==> src/rtl/g76_mini_pkg.sv <==
// Shared constants for the MCU pixel read-back path: the register map, STATUS
// bit positions, default screen geometry and the fetch FSM state type.
package g76_mini_pkg;

  localparam logic [2:0] REG_RX_LOW  = 3'd4;
  localparam logic [2:0] REG_RX_HIGH = 3'd5;
  localparam logic [2:0] REG_RY      = 3'd6;
  localparam logic [2:0] REG_RDATA   = 3'd7;
  localparam logic [2:0] REG_STATUS  = 3'd4;

  localparam int STATUS_BUSY_BIT  = 0;
  localparam int STATUS_VALID_BIT = 1;

  localparam int H_RES_DEFAULT = 320;
  localparam int V_RES_DEFAULT = 240;

  typedef enum logic {
    IDLE  = 1'b0,
    FETCH = 1'b1
  } fetchState_t;

endpackage

==> src/rtl/bus_strobe_sync.sv <==
// Brings one asynchronous MCU strobe into the clock domain through a three-stage
// shift register and reports one-cycle rise and fall events from its last two taps.
module bus_strobe_sync (
  input  logic clock,
  input  logic reset,
  input  logic strobe,
  output logic rise,
  output logic fall
);

  logic [2:0] syncReg;

  // Shift the raw strobe through the synchronizer chain.
  always_ff @(posedge clock or posedge reset) begin
    if (reset) begin
      syncReg <= 3'b000;
    end else begin
      syncReg <= {syncReg[1:0], strobe};
    end
  end

  assign rise = syncReg[1] & ~syncReg[2];
  assign fall = ~syncReg[1] & syncReg[2];

endmodule

==> src/rtl/mcu_read_port.sv <==
// MCU-side pixel read-back port. The MCU loads a coordinate over the 8-bit bus,
// the block fetches that pixel from the memory manager and holds it for RDATA.
// Optional feature macro: MCU_READ_AUTOINC_EN (an RDATA read advances the
// coordinate with screen wrap and starts the next fetch).
import g76_mini_pkg::*;

module mcu_read_port #(
  parameter int H_RES = H_RES_DEFAULT,
  parameter int V_RES = V_RES_DEFAULT
) (
  input  logic       clock,
  input  logic       reset,
  input  logic       mcu_chip_select,
  input  logic       mcu_write_enable,
  input  logic       mcu_read_enable,
  input  logic [2:0] mcu_register_select,
  input  logic [7:0] mcu_data_in,
  output logic [7:0] mcu_data_out,
  output logic       mcu_data_oe,
  output logic [8:0] mem_x_coord,
  output logic [7:0] mem_y_coord,
  output logic       mem_read_request,
  input  logic [7:0] mem_read_data,
  input  logic       mem_read_complete
);

  localparam logic [8:0] RX_LAST = 9'(H_RES - 1);
  localparam logic [7:0] RY_LAST = 8'(V_RES - 1);

  fetchState_t state;
  fetchState_t stateNext;

  logic       writeEvent;
  logic       unusedWriteFall;
  logic       readRise;
  logic       readFall;
  logic       rxLowWr;
  logic       rxHighWr;
  logic       ryWr;
  logic       coordWr;
  logic       autoReload;
  logic       pendingNow;
  logic       launch;
  logic       accept;
  logic [8:0] rx;
  logic [7:0] ry;
  logic [8:0] rxNext;
  logic [7:0] ryNext;
  logic       pending;
  logic       valid;
  logic [7:0] pixelReg;
  logic [7:0] statusWord;

  bus_strobe_sync writeSync (
    .clock (clock),
    .reset (reset),
    .strobe(mcu_chip_select & ~mcu_write_enable),
    .rise  (writeEvent),
    .fall  (unusedWriteFall)
  );

  bus_strobe_sync readSync (
    .clock (clock),
    .reset (reset),
    .strobe(mcu_chip_select & mcu_read_enable),
    .rise  (readRise),
    .fall  (readFall)
  );

  assign rxLowWr  = writeEvent && (mcu_register_select == REG_RX_LOW);
  assign rxHighWr = writeEvent && (mcu_register_select == REG_RX_HIGH);
  assign ryWr     = writeEvent && (mcu_register_select == REG_RY);
  assign coordWr  = rxLowWr | rxHighWr | ryWr;

`ifdef MCU_READ_AUTOINC_EN
  logic readIsData;

  // Remember whether the read strobe now in progress addresses RDATA, since the
  // register select may already have moved on by the time its fall is seen.
  always_ff @(posedge clock or posedge reset) begin
    if (reset) begin
      readIsData <= 1'b0;
    end else if (readRise) begin
      readIsData <= (mcu_register_select == REG_RDATA);
    end
  end

  assign autoReload = readFall & readIsData;
`else
  logic unusedReadEvents;
  assign unusedReadEvents = readRise | readFall;
  assign autoReload       = 1'b0;
`endif

  // Work out the coordinate after this cycle's bus write or auto-increment step.
  always_comb begin
    rxNext = rx;
    ryNext = ry;
    if (rxLowWr) begin
      rxNext[7:0] = mcu_data_in;
    end
    if (rxHighWr) begin
      rxNext[8] = mcu_data_in[0];
    end
    if (ryWr) begin
      ryNext = mcu_data_in;
    end
    if (autoReload) begin
      if (rx == RX_LAST) begin
        rxNext = 9'd0;
        ryNext = (ry == RY_LAST) ? 8'd0 : ry + 8'd1;
      end else begin
        rxNext = rx + 9'd1;
      end
    end
  end

  // Hold the fetch FSM state.
  always_ff @(posedge clock or posedge reset) begin
    if (reset) begin
      state <= IDLE;
    end else begin
      state <= stateNext;
    end
  end

  // Decide whether to launch, keep or discard a fetch; a retarget that arrives
  // with the completion pulse counts as pending so that stale data never lands.
  always_comb begin
    stateNext  = state;
    launch     = 1'b0;
    accept     = 1'b0;
    pendingNow = pending | coordWr | autoReload;
    case (state)
      IDLE: begin
        if (ryWr || autoReload) begin
          launch    = 1'b1;
          stateNext = FETCH;
        end
      end
      FETCH: begin
        if (mem_read_complete) begin
          if (pendingNow) begin
            launch = 1'b1;
          end else begin
            accept    = 1'b1;
            stateNext = IDLE;
          end
        end
      end
      default: stateNext = IDLE;
    endcase
  end

  // Coordinate registers, fetch request, captured pixel and VALID flag.
  always_ff @(posedge clock or posedge reset) begin
    if (reset) begin
      rx               <= 9'd0;
      ry               <= 8'd0;
      mem_x_coord      <= 9'd0;
      mem_y_coord      <= 8'd0;
      mem_read_request <= 1'b0;
      valid            <= 1'b0;
      pixelReg         <= 8'd0;
    end else begin
      rx <= rxNext;
      ry <= ryNext;
      if (launch) begin
        mem_x_coord      <= rxNext;
        mem_y_coord      <= ryNext;
        mem_read_request <= 1'b1;
        valid            <= 1'b0;
      end else if (accept) begin
        pixelReg         <= mem_read_data;
        mem_read_request <= 1'b0;
        valid            <= 1'b1;
      end else if (rxLowWr || rxHighWr) begin
        valid <= 1'b0;
      end
    end
  end

  // Track a coordinate change that arrived while a fetch was outstanding.
  always_ff @(posedge clock or posedge reset) begin
    if (reset) begin
      pending <= 1'b0;
    end else if (state != FETCH || mem_read_complete) begin
      pending <= 1'b0;
    end else if (coordWr || autoReload) begin
      pending <= 1'b1;
    end
  end

  // Assemble the STATUS word; BUSY is exactly the outstanding request.
  always_comb begin
    statusWord                   = 8'h00;
    statusWord[STATUS_BUSY_BIT]  = mem_read_request;
    statusWord[STATUS_VALID_BIT] = valid;
  end

  // Register the read-back value for whichever register the MCU is addressing.
  always_ff @(posedge clock or posedge reset) begin
    if (reset) begin
      mcu_data_out <= 8'h00;
    end else begin
      case (mcu_register_select)
        REG_RDATA:  mcu_data_out <= pixelReg;
        REG_STATUS: mcu_data_out <= statusWord;
        default:    mcu_data_out <= 8'h00;
      endcase
    end
  end

  assign mcu_data_oe = mcu_chip_select && mcu_read_enable &&
                       ((mcu_register_select == REG_STATUS) ||
                        (mcu_register_select == REG_RDATA));

endmodule

==> config.mk <==
export PLATFORM = sky130hd
export DESIGN_NAME = mcu_read_port
export DESIGN_NICKNAME = d
export VERILOG_FILES = /design/src/rtl/g76_mini_pkg.sv /design/src/rtl/bus_strobe_sync.sv /design/src/rtl/mcu_read_port.sv
export SDC_FILE = /design/constraint.sdc
export NUM_CORES = 1
export LEC_CHECK = 0
export ABC_CLOCK_PERIOD_IN_PS = 2300
export CAP_MARGIN = 20
export CELL_PAD_IN_SITES_DETAIL_PLACEMENT = 0
export CELL_PAD_IN_SITES_GLOBAL_PLACEMENT = 1
export CORE_MARGIN = 2
export CORE_UTILIZATION = 42
export CTS_BUF_LIST = sky130_fd_sc_hd__clkbuf_4 sky130_fd_sc_hd__clkbuf_8
export DETAILED_ROUTE_END_ITERATION = 7
export HOLD_SLACK_MARGIN = 0.1
export PLACE_DENSITY = 0.81
export SYNTH_ARGS = -nofsm -noshare
export SYNTH_HDL_FRONTEND = slang
export SYNTH_SLANG_ARGS = --single-unit
export TNS_END_PERCENT = 5
==> constraint.sdc <==
create_clock -name clock -period 2.3 [get_ports clock]
set_input_delay 0.23 -clock clock [delete_from_list [all_inputs] [get_ports clock]]
set_output_delay 0.23 -clock clock [all_outputs]
set_load 0.01 [all_outputs]
==> results.json <==
{
  "synthAdderAreaFrac": 0,
  "dr.first_iter.drc_count": 59,
  "max_stage_delay_ns": 0.55,
  "num-nets-final": 233,
  "cts_tree": "done",
  "drt-pass1-iter-count": 4,
  "setup_ws_ns": 0.3620,
  "worst-endpoint-required_ns": 2.07,
  "synthTopCellsByArea": "dfrtp_1 (64%), mux2_2 (16%), mux2_4 (6.7%)",
  "synth_top_cell_by_area": "dfrtp_1",
  "placed_cells": 267,
  "die_h_um": 76.80,
  "finalWirelength_um": 4103,
  "worst_setup_path_start_kind": "input pin",
  "synthesis.area_um2": 2226,
  "port_buffers": 51,
  "gp_congestion": 0.8011,
  "overflow": 0,
  "yosysWarnings": 0,
  "holdWs_ns": 0.2786,
  "maxSlewViolCount": 0,
  "grt_pass1_vias": 1458,
  "ctsHoldBuffers": 0,
  "regArea_um2": 1426,
  "hpwl_um": 3011,
  "ys_seq_area_frac": 0.6408,
  "cts.repair.resized": 0,
  "cap_violations": 0,
  "vias_per_cell": 4.700,
  "worst_slew_pin_slew_ns": 0.5514,
  "mostFrequentLayoutCell": "dfrtp_1",
  "finalSetupTns_ns": 0,
  "crit_type": "in -> out",
  "cts.root.buffer_cell": "clkbuf_8",
  "final_cell_area_um2": 3073,
  "place_area_um2": 2844,
  "drive_gt1_frac": 0.3380,
  "cp_max_fo": 4,
  "htree_levels": 3,
  "antenna_found_initial": 0,
  "multi_input_area_um2": 759.5,
  "syn2layout_area_growth_pct": 38.06,
  "coreArea_um2": 5107,
  "syn_inst": 142,
  "fin_crit_sh": 0.8426,
  "pin_count": 52,
  "numCtsBuffers": 9,
  "postCtsSetupBuffers": 0,
  "end_kind": "output pin",
  "synth_top_family_by_area": "multiplexers",
  "synthXorXnorAreaFrac": 0,
  "clk_path_buf_depth": 2,
  "final_cell_mix": "dfrtp_1 (57), clkdlybuf4s50_1 (51), mux2_2 (31)",
  "start_util": 0.4358,
  "ir_drop_mv": 0.5805,
  "total_leakage_power_nw": 1.425,
  "fill_cells": 413,
  "max_freq_ghz": 0.5160,
  "synth_compound_area_frac": 0.02698,
  "critical_path.cell_chain": "clkdlybuf4s50_1 -> or2_2 -> a21oi_1 -> clkdlybuf4s50_1",
  "rsz0062_at_grt": "false",
  "finalSetupViolCount": 0,
  "netlist.area_leader.share": 0.6408,
  "fin_util": 0.6017,
  "grt_start_max_net_pins": 29,
  "power_density_nw_per_um2": 817.2,
  "track_usage": 0.1530,
  "fp.dieW_um": 76.80,
  "fin_cells": 283,
  "synth.avg_cell_area_um2": 15.68,
  "drc": 0,
  "yosysUniqueCellTypes": 28,
  "period_needed_ns": 1.938,
  "wl_per_cell_um": 14.50,
  "cp_top_family": "buffers and inverters",
  "slew_headroom": 0.6319,
  "arrival_ns": 1.71,
  "final_antenna_net_count": 0,
  "route.vias.total": 1330,
  "synth-simple-area-share": 0.08488,
  "slowest_stage": "clkdlybuf4s50_1",
  "synth.area.mux_share": 0.2293,
  "die_area_um2": 5898,
  "power_mw": 2.511,
  "fin_skew_ns": 0.004406,
  "synth.net_count": 167,
  "rows": 26,
  "status": "completed",
  "path_buf_inv": 2,
  "detailedPlace.worstSlack_ns": 0.1109,
  "cts_sinks": 57,
  "antennaDiodeCount": 0,
  "clk_latency_ns": 0.32,
  "clkTransAtPathRegs_ns": 0.06,
  "ys_seq_elements": 57,
  "critPathMostFrequentCell": "clkdlybuf4s50_1",
  "worstHoldPathType": "in -> async",
  "hold_violations": 0,
  "grt_pass1_wl_um": 6824
}
-- worst reg2reg max path, cell delays in order, from the launching register on --
cell and delay, ns:
dfrtp_1 0.37, nand3b_2 0.24, o31a_1 0.38, nor2_8 0.34, mux2_2 0.39
-- metal layers --
metal | GRT usage | wire, um | vias up
met5 | 0 | 0 | -
met4 | 0.04909 | 44 | 0
met3 | 0.07059 | 208 | 4
met2 | 0.2509 | 2084 | 39
met1 | 0.1784 | 1765 | 665
li1 | - | - | 622
-- cell families (layout without fill, tap and decap cells) --
kind of cell | after synthesis | in the layout
mux | 42 | 42
buf+inv | 5 | 76
simple gates | 30 | 30
flops | 57 | 57
compound gates | 8 | 8
-- registers in the layout (all words and copies together) (netlist names), 3 cells and up --
signal             flops
writeSync.syncReg      3
mem_y_coord            8
ry                     8
mem_x_coord            9
pixelReg               8
mcu_data_out           8
rx                     9
-- synth_stat cells (all sizes together) --
master,count
nand3b,2
o31a,1
buf,2
and3b,1
and2,6
and3,2
or2,1
nor3b,1
nand2b,1
clkbuf,1
inv,2
nor2b,1
or3,1
nand2,6
a21oi,5
nand3,3
nor2,5
dfrtp,57
mux2,42
a21boi,2
-- path summary, 6_finish.rpt --
| path | from | to | slack [ns] | cells after the start |
|---|---|---|---|---|
| worst max register to register | writeSync.syncReg[2] | mem_x_coord[7] | 0.47 | 4 |
| max in group asynchronous | reset | mem_x_coord[5] | 1.39 | 3 |
| worst min register to register | writeSync.syncReg[0] | writeSync.syncReg[1] | 0.36 | 0 |
| worst max-delay path | mcu_register_select[0] | mcu_data_oe | 0.36 | 4 |
| worst min-delay path | reset | mem_y_coord[5] | 0.28 | 2 |
| min in group clock | writeSync.syncReg[0] | writeSync.syncReg[1] | 0.36 | 0 |
-- power by group --
part | internal [mW] | switching, mW | total [mW]
combinational | 0.185 | 0.117 | 0.302
sequential | 1.13 | 0.0487 | 1.18
clock | 0.665 | 0.364 | 1.03
-- final cells by class --
| cell class | count | share of cell area |
|---|---|---|
| flip-flops and latches | 57 | 0.4642 |
| inverters | 2 | 0.002443 |
| well taps | 70 | 0.02850 |
| repair buffers | 58 | 0.1832 |
| multi-input cells | 80 | 0.2471 |
| clock inverters | 5 | 0.02524 |
| clock buffers | 11 | 0.04927 |
Power figures use the tool's default switching activity.
